**config.mk**
```make
export PLATFORM = sky130hd
export DESIGN_NAME = cpu_run_controller
export DESIGN_NICKNAME = d
export VERILOG_FILES = /design/src/rtl/cpu_run_controller_pkg.sv /design/src/rtl/cpu_run_controller_halt_detector.sv /design/src/rtl/cpu_run_controller.sv
export SDC_FILE = /design/constraint.sdc
export NUM_CORES = 1
export LEC_CHECK = 0
export CORE_ASPECT_RATIO = 1.2
export CORE_UTILIZATION = 52
export DETAILED_ROUTE_END_ITERATION = 10
export PLACE_DENSITY = 0.86
export SYNTH_ARGS = -nofsm -noshare
export SYNTH_HDL_FRONTEND = slang
export SYNTH_HIERARCHICAL = 1
export SYNTH_SLANG_ARGS = --single-unit
```
**constraint.sdc**
```tcl
create_clock -name clk -period 5.35 [get_ports clk]
set_input_delay 0.8025 -clock clk [delete_from_list [all_inputs] [get_ports clk]]
set_output_delay 0.8025 -clock clk [all_outputs]
set_load 0.01 [all_outputs]
```
**src/rtl/cpu_run_controller_pkg.sv**
```systemverilog
// Shared types and default constants for the RSA processor run controller.
package rsa_ctrl_pkg;

  typedef enum logic [2:0] {
    IDLE,
    RESET_CPU,
    RUN,
    DRAIN,
    DONE
  } run_state_t;

  localparam logic [31:0] DEF_DONE_ADDR  = 32'h0000_03FC;
  localparam int unsigned DEF_PIPE_DEPTH = 5;
  localparam int unsigned DEF_RST_CYCLES = 4;
  localparam int unsigned DEF_HALT_HOLD  = 3;

  // Larger of two sizes; used to dimension the shared sequencing counter.
  function automatic int unsigned max_u(input int unsigned a, input int unsigned b);
    return (a > b) ? a : b;
  endfunction

endpackage

```
**src/rtl/cpu_run_controller_halt_detector.sv**
```systemverilog
// Program-completion detector. Flags a halt on a store to DONE_ADDR, or when the
// fetch PC has stayed put (branch-to-self) on HALT_HOLD consecutive compares.
// All history is dropped whenever enable_i is low, so every run starts clean.
module halt_detector
  import rsa_ctrl_pkg::*;
#(
  parameter int unsigned HALT_HOLD = DEF_HALT_HOLD,
  parameter logic [31:0] DONE_ADDR = DEF_DONE_ADDR
) (
  input  logic        clk,
  input  logic        reset,
  input  logic        enable_i,
  input  logic [31:0] pc_i,
  input  logic        mem_write_i,
  input  logic [31:0] alu_result_i,
  output logic        halt_o
);

  localparam int HW = $clog2(HALT_HOLD + 1);
  localparam logic [HW-1:0] HOLD_LAST = HW'(HALT_HOLD - 1);

  logic [31:0]   pc_prev_q;
  logic          prev_valid_q;
  logic [HW-1:0] same_cnt_q;
  logic          pc_same;
  logic          store_hit;

  // No compare in the first enabled cycle: there is no previous PC yet.
  assign pc_same   = prev_valid_q && (pc_i == pc_prev_q);
  assign store_hit = mem_write_i && (alu_result_i == DONE_ADDR);
  assign halt_o    = enable_i && (store_hit || (pc_same && (same_cnt_q == HOLD_LAST)));

  // Track previous PC and the run length of equal compares while enabled.
  always_ff @(posedge clk) begin
    if (reset || !enable_i) begin
      pc_prev_q    <= '0;
      prev_valid_q <= 1'b0;
      same_cnt_q   <= '0;
    end else begin
      pc_prev_q    <= pc_i;
      prev_valid_q <= 1'b1;
      same_cnt_q   <= pc_same ? same_cnt_q + 1'b1 : '0;
    end
  end

endmodule

```
**src/rtl/cpu_run_controller.sv**
```systemverilog
// Run controller for the pipelined RSA processor: holds the core in reset, runs the
// program, detects completion, drains the pipeline and reports Done/TimedOut/CycleCount.
// Handshake: Go is a one-cycle request accepted only in IDLE or DONE; Abort always
// wins over Go and over any state transition, and is a no-op in IDLE.
module cpu_run_controller
  import rsa_ctrl_pkg::*;
#(
  parameter int unsigned RST_CYCLES = DEF_RST_CYCLES,
  parameter int unsigned PIPE_DEPTH = DEF_PIPE_DEPTH,
  parameter int unsigned HALT_HOLD  = DEF_HALT_HOLD,
  parameter logic [31:0] DONE_ADDR  = DEF_DONE_ADDR,
  parameter int unsigned CNT_W      = 32,
  parameter logic [31:0] MAX_CYCLES = 32'd1_000_000
) (
  input  logic             clk,
  input  logic             reset,
  input  logic             Go,
  input  logic             Abort,
  input  logic [31:0]      PC,
  input  logic             MemWrite,
  input  logic [31:0]      ALUResult,
  output logic             CpuReset,
  output logic             CpuStart,
  output logic             Busy,
  output logic             Done,
  output logic             TimedOut,
  output logic [CNT_W-1:0] CycleCount
);

  localparam int unsigned SEQ_MAX = max_u(RST_CYCLES, PIPE_DEPTH);
  localparam int SW = (SEQ_MAX < 2) ? 1 : $clog2(SEQ_MAX);
  localparam logic [SW-1:0]    RST_LOAD   = SW'(RST_CYCLES - 1);
  localparam logic [SW-1:0]    DRAIN_LOAD = SW'(PIPE_DEPTH - 1);
  localparam logic [CNT_W-1:0] TIMEOUT_AT = CNT_W'(MAX_CYCLES - 32'd1);

  run_state_t       state_q, state_d;
  logic [SW-1:0]    seq_cnt_q;
  logic [CNT_W-1:0] cycle_cnt_q;
  logic             timed_out_q;
  logic             cpu_reset_q, cpu_start_q, busy_q, done_q;
  logic             halt;
  logic             go_ok;
  logic             seq_zero;

  assign go_ok    = Go && !Abort;
  assign seq_zero = (seq_cnt_q == '0);

  halt_detector #(
    .HALT_HOLD (HALT_HOLD),
    .DONE_ADDR (DONE_ADDR)
  ) u_halt (
    .clk          (clk),
    .reset        (reset),
    .enable_i     (state_q == RUN),
    .pc_i         (PC),
    .mem_write_i  (MemWrite),
    .alu_result_i (ALUResult),
    .halt_o       (halt)
  );

  // Next-state decode; halt beats timeout, Abort beats everything.
  always_comb begin
    state_d = state_q;
    case (state_q)
      IDLE:      if (go_ok) state_d = RESET_CPU;
      RESET_CPU: if (seq_zero) state_d = RUN;
      RUN: begin
        if (halt) state_d = DRAIN;
        else if (cycle_cnt_q == TIMEOUT_AT) state_d = DONE;
      end
      DRAIN:     if (seq_zero) state_d = DONE;
      DONE:      if (go_ok) state_d = RESET_CPU;
      default:   state_d = IDLE;
    endcase
    if (Abort) state_d = IDLE;
  end

  // State register with outputs registered from the next state.
  always_ff @(posedge clk) begin
    if (reset) begin
      state_q     <= IDLE;
      cpu_reset_q <= 1'b1;
      cpu_start_q <= 1'b0;
      busy_q      <= 1'b0;
      done_q      <= 1'b0;
    end else begin
      state_q     <= state_d;
      cpu_reset_q <= (state_d == IDLE) || (state_d == RESET_CPU);
      cpu_start_q <= (state_d == RUN) || (state_d == DRAIN);
      busy_q      <= (state_d == RESET_CPU) || (state_d == RUN) || (state_d == DRAIN);
      done_q      <= (state_d == DONE);
    end
  end

  // Shared reset/drain down-counter, run-cycle counter and sticky timeout flag.
  always_ff @(posedge clk) begin
    if (reset) begin
      seq_cnt_q   <= '0;
      cycle_cnt_q <= '0;
      timed_out_q <= 1'b0;
    end else begin
      if (state_d == RESET_CPU && state_q != RESET_CPU) seq_cnt_q <= RST_LOAD;
      else if (state_d == DRAIN && state_q != DRAIN)    seq_cnt_q <= DRAIN_LOAD;
      else if (!seq_zero)                               seq_cnt_q <= seq_cnt_q - 1'b1;

      if (state_d == RESET_CPU && state_q != RESET_CPU) begin
        cycle_cnt_q <= '0;
        timed_out_q <= 1'b0;
      end else begin
        if (state_q == RUN && cycle_cnt_q != '1) cycle_cnt_q <= cycle_cnt_q + 1'b1;
        if (state_q == RUN && state_d == DONE)   timed_out_q <= 1'b1;
      end
    end
  end

  assign CpuReset   = cpu_reset_q;
  assign CpuStart   = cpu_start_q;
  assign Busy       = busy_q;
  assign Done       = done_q;
  assign TimedOut   = timed_out_q;
  assign CycleCount = cycle_cnt_q;

endmodule

```
==> qor.log <==
[drt] Via-to-Cell Ratio 5.75
[global_routing] GRT overflow 0
[synth] yosys synthesis warning count 6
[synth] Post-Synthesis Net Count 489
[timing] hold violation total from the final report 0
[clock_network] CTS resizes 0
[critical_path] Critical R2R Capture seq_cnt_q[0]$_SDFFE_PP0P_
[run] max-capacitance violation count 0
[global_routing] largest net degree at the start of global routing 34
[critical_path] number of cells on the worst reg-to-reg path 10
[critical_path] Reg2Reg Setup Slack 2.76 ns
[finish] post-synthesis to final-layout area growth 34.5%
[drt] number of optimization iterations in the first detailed-route pass 5
[drt] wire length reported by the detailed router 9000 um
[timing] worst-margin pin slew 0.815 ns
[clock_network] number of H-tree levels 3
[timing] worst relative slew slack 0.457
[finish] number of diodes added for antenna fixing 0
[floorplan] row count 33
[worst_hold_path] Tightest Hold Check Type flop to flop
[synth] sequential element share of the synthesized area 0.415
[global_routing] via count of the first global-routing pass 3350
[timing] unrepaired setup endpoints after global routing no
[floorplan] die area 0.00758 mm^2
[status] outcome finished clean
[timing] final setup vio count 0
[synth] Synth top area share 0.415
[place] IO buf count 105
[global_routing] antenna violations before repair 0
[finish] number of nets in the finished design 590
[drt] vias post-DR 3502
[synth] primary flip-flop cell chosen by synthesis mapping dfxtp_1
[drt] routed len/inst 14.8 um
[clock_network] root cell of the clock tree clkbuf_8
[synth] number of register bits inferred by synthesis 78
[critical_path] type of the setup path with the least slack primary input to flop
[worst_hold_path] Hold Path Sink TimedOut$_SDFFE_PP0P_
[timing] final clock period utilization by the worst path 0.571
[floorplan] number of top-level pins 106
[critical_path] data required time at the worst endpoint 5.60 ns
[timing] minimum clock period after layout 3.06 ns
[finish] number of fill cells in the layout 515
[floorplan] DIE WIDTH 79.6 um
[timing] clk_skew 0.00510 ns
[clock_network] maximum root-to-sink buffer count 2
[place] cell area after placement 0.00483 mm^2
[critical_path] Worst setup EP type flop
[synth] top post-synthesis cells by area dfxtp_1 42%, xnor2_1 4.9%, and2_1 4.8%
[critical_path] kind of start point of the critical path primary input
[timing] final total negative setup slack 0 ns
[clock_network] TritonCTS Sinks 78
[floorplan] core area 0.00690 mm^2
[synth] synthesized area per cell 9.04 um^2
[critical_path] maximum fanout encountered on the critical timing path 3
[critical_path] source of the worst register-to-register timing path state_q[1]$_SDFF_PP0_
[clock_network] Setup Fix Bufs, Post-CTS 0
[power] leakage power 1.76 nW
[critical_path] timing startpoint of the critical path PC[17]
[drt] First DRT Iteration DRCs 260
[critical_path] arrival time at the worst endpoint 3.31 ns
[worst_hold_path] Hold Path Origin TimedOut$_SDFFE_PP0P_
[worst_hold_path] WHS Path Cells 2
[global_routing] global routing usage summed across all routing layers 0.252
[place] detailed placer's ending HPWL 6750 um
[synth] synthesized area 0.00376 mm^2
[synth] share of flip-flops with an asynchronous set or reset after synthesis 0
[place] Placed Cells 593
[power] worst IR drop on VDD 0.192 mV
[timing] Final Slew Violations 0
[synth] Cell variety after synth 59
[timing] Max Clk Rate 0.327 GHz
[drt] count of antenna-violating nets left after detailed routing 0
[finish] final non-filler cell total 609
[synth] gate count after technology mapping 416
[clock_network] CTS tree done
[synth] Synth area leader dfxtp_1
[power] pwr/cell area 247 mW/mm^2
[clock_network] Clk Latency, worst-skew pair 0.35 ns
[clock_network] number of buffers inserted by hold repair at cts 0
[floorplan] initial core utilization 0.545
[clock_network] clock-pin slew of the registers on the worst-case setup and hold paths 0.08 ns
[floorplan] Vert. Die Dim 95.2 um
[finish] fraction of final layout cells sized beyond drive strength 1 0.0670
[finish] final design area excluding fillers 0.00506 mm^2
[global_routing] global-route wire length before repair 15000 um
[synth] EDFF count, synth 0
[drt] post-route DRC violation count 0
[place] routability congestion estimate 0.822
[clock_network] Num CTS Buffers 9
==> report_power, final <==
part	switching, mW	internal, mW
registers	0.00689	0.593
clock network	0.213	0.276
logic	0.0687	0.0918
total	0.289	0.961
==> logic make-up (layout without fill, tap and decap cells) <==
family	count (synthesis)	after routing	share of synthesized area
muxes	3	3	0.00799
buffers and inverters	29	135	0.0369
and+or+nand+nor	197	197	0.326
AOI/OAI and AO/OA	73	73	0.126
xor gates and xnor gates	32	32	0.0745
DFF	78	78	0.415
adders and majority gates	4	4	0.0133
==> synthesized netlist by cell type (all sizes together), types with 2 or more instances <==
| cell type | number |
|---|---|
| ha | 4 |
| nand2 | 22 |
| mux2i | 3 |
| nand4 | 20 |
| and3 | 10 |
| xor2 | 11 |
| nor4b | 4 |
| o22ai | 3 |
| clkbuf | 9 |
| o21a | 2 |
| nor4 | 15 |
| o21ai | 19 |
| dfxtp | 78 |
| nand3 | 16 |
| o31ai | 9 |
| buf | 6 |
| and2 | 29 |
| nor2 | 27 |
| nand4b | 3 |
| inv | 13 |
| or2 | 3 |
| or3 | 17 |
| and4 | 4 |
| nand2b | 3 |
| xnor2 | 21 |
| or4 | 14 |
| o311ai | 2 |
| nor3 | 6 |
| a21boi | 2 |
| a21oi | 28 |
==> metrics by stage <==
stage,worst slack (ns),utilization,hold WS (ns),power (mW)
floorplan,2.60,-,0.470,0.696
global placement,2.00,0.701,0.433,0.762
detailed placement,1.92,0.701,0.445,0.770
CTS,2.30,0.733,0.456,1.26
global route,2.07,0.733,0.489,1.30
finish,2.29,0.733,0.453,1.25
==> area by class of cell <==
class / count / area [um^2] / share of cell area
Clock buffer: 11 / 141 / 0.0280
Multi-Input combinational cell: 309 / 2060 / 0.407
Inverter: 14 / 53.8 / 0.0106
Timing Repair Buffer: 105 / 1050 / 0.208
Tap cell: 87 / 109 / 0.0215
Clock inverter: 5 / 81.3 / 0.0161
Sequential cell: 78 / 1560 / 0.309
==> sequential cells by signal, summed over array words and instances, names as in the netlist <==
name	flops
CycleCount	32
u_halt/pc_prev_q	32
seq_cnt_q	3
state_q	3
u_halt/same_cnt_q	2
Busy	1
CpuReset	1
CpuStart	1
Done	1
TimedOut	1
u_halt/prev_valid_q	1
==> layer usage <==
metal  global-route usage  up-vias  routed length [um]
met5                    0        -                   0
met4               0.0803        0                 161
met3               0.0708       18                 597
met2                0.425      132                4500
met1                0.309     1621                3740
li1                     -     1731                   -
==> critical path, stage by stage <==
cell and delay, ns:
clkdlybuf4s50_1 0.44, xor2_1 0.15, nor4_1 0.34, nand4_2 0.16, or4_1 0.54, o21ai_1 0.20
nand3b_1 0.12, a21oi_1 0.18, and3_1 0.20, nor2_1 0.06, o21a_1 0.11
==> worst max path at each step <==
stage | slack (ns) | to
floorplan | 2.60 | seq_cnt_q[1]$_SDFFE_PP0P_
global placement | 2.00 | seq_cnt_q[0]$_SDFFE_PP0P_
detailed placement | 1.92 | seq_cnt_q[1]$_SDFFE_PP0P_
CTS | 2.30 | seq_cnt_q[0]$_SDFFE_PP0P_
global route | 2.07 | seq_cnt_q[1]$_SDFFE_PP0P_
finish | 2.29 | seq_cnt_q[0]$_SDFFE_PP0P_
==> cells in the final DEF (no fill, tap or decap), drive strengths merged, types with 16 or more instances in the layout <==
cell type and count:
a21oi 28, and2 29, clkdlybuf4s50 105, dfxtp 78, nand2 22, nand3 16, nand4 20, nor2 27
o21ai 19, or3 17, xnor2 21
No activity file was read; power rests on OpenSTA's default activity.
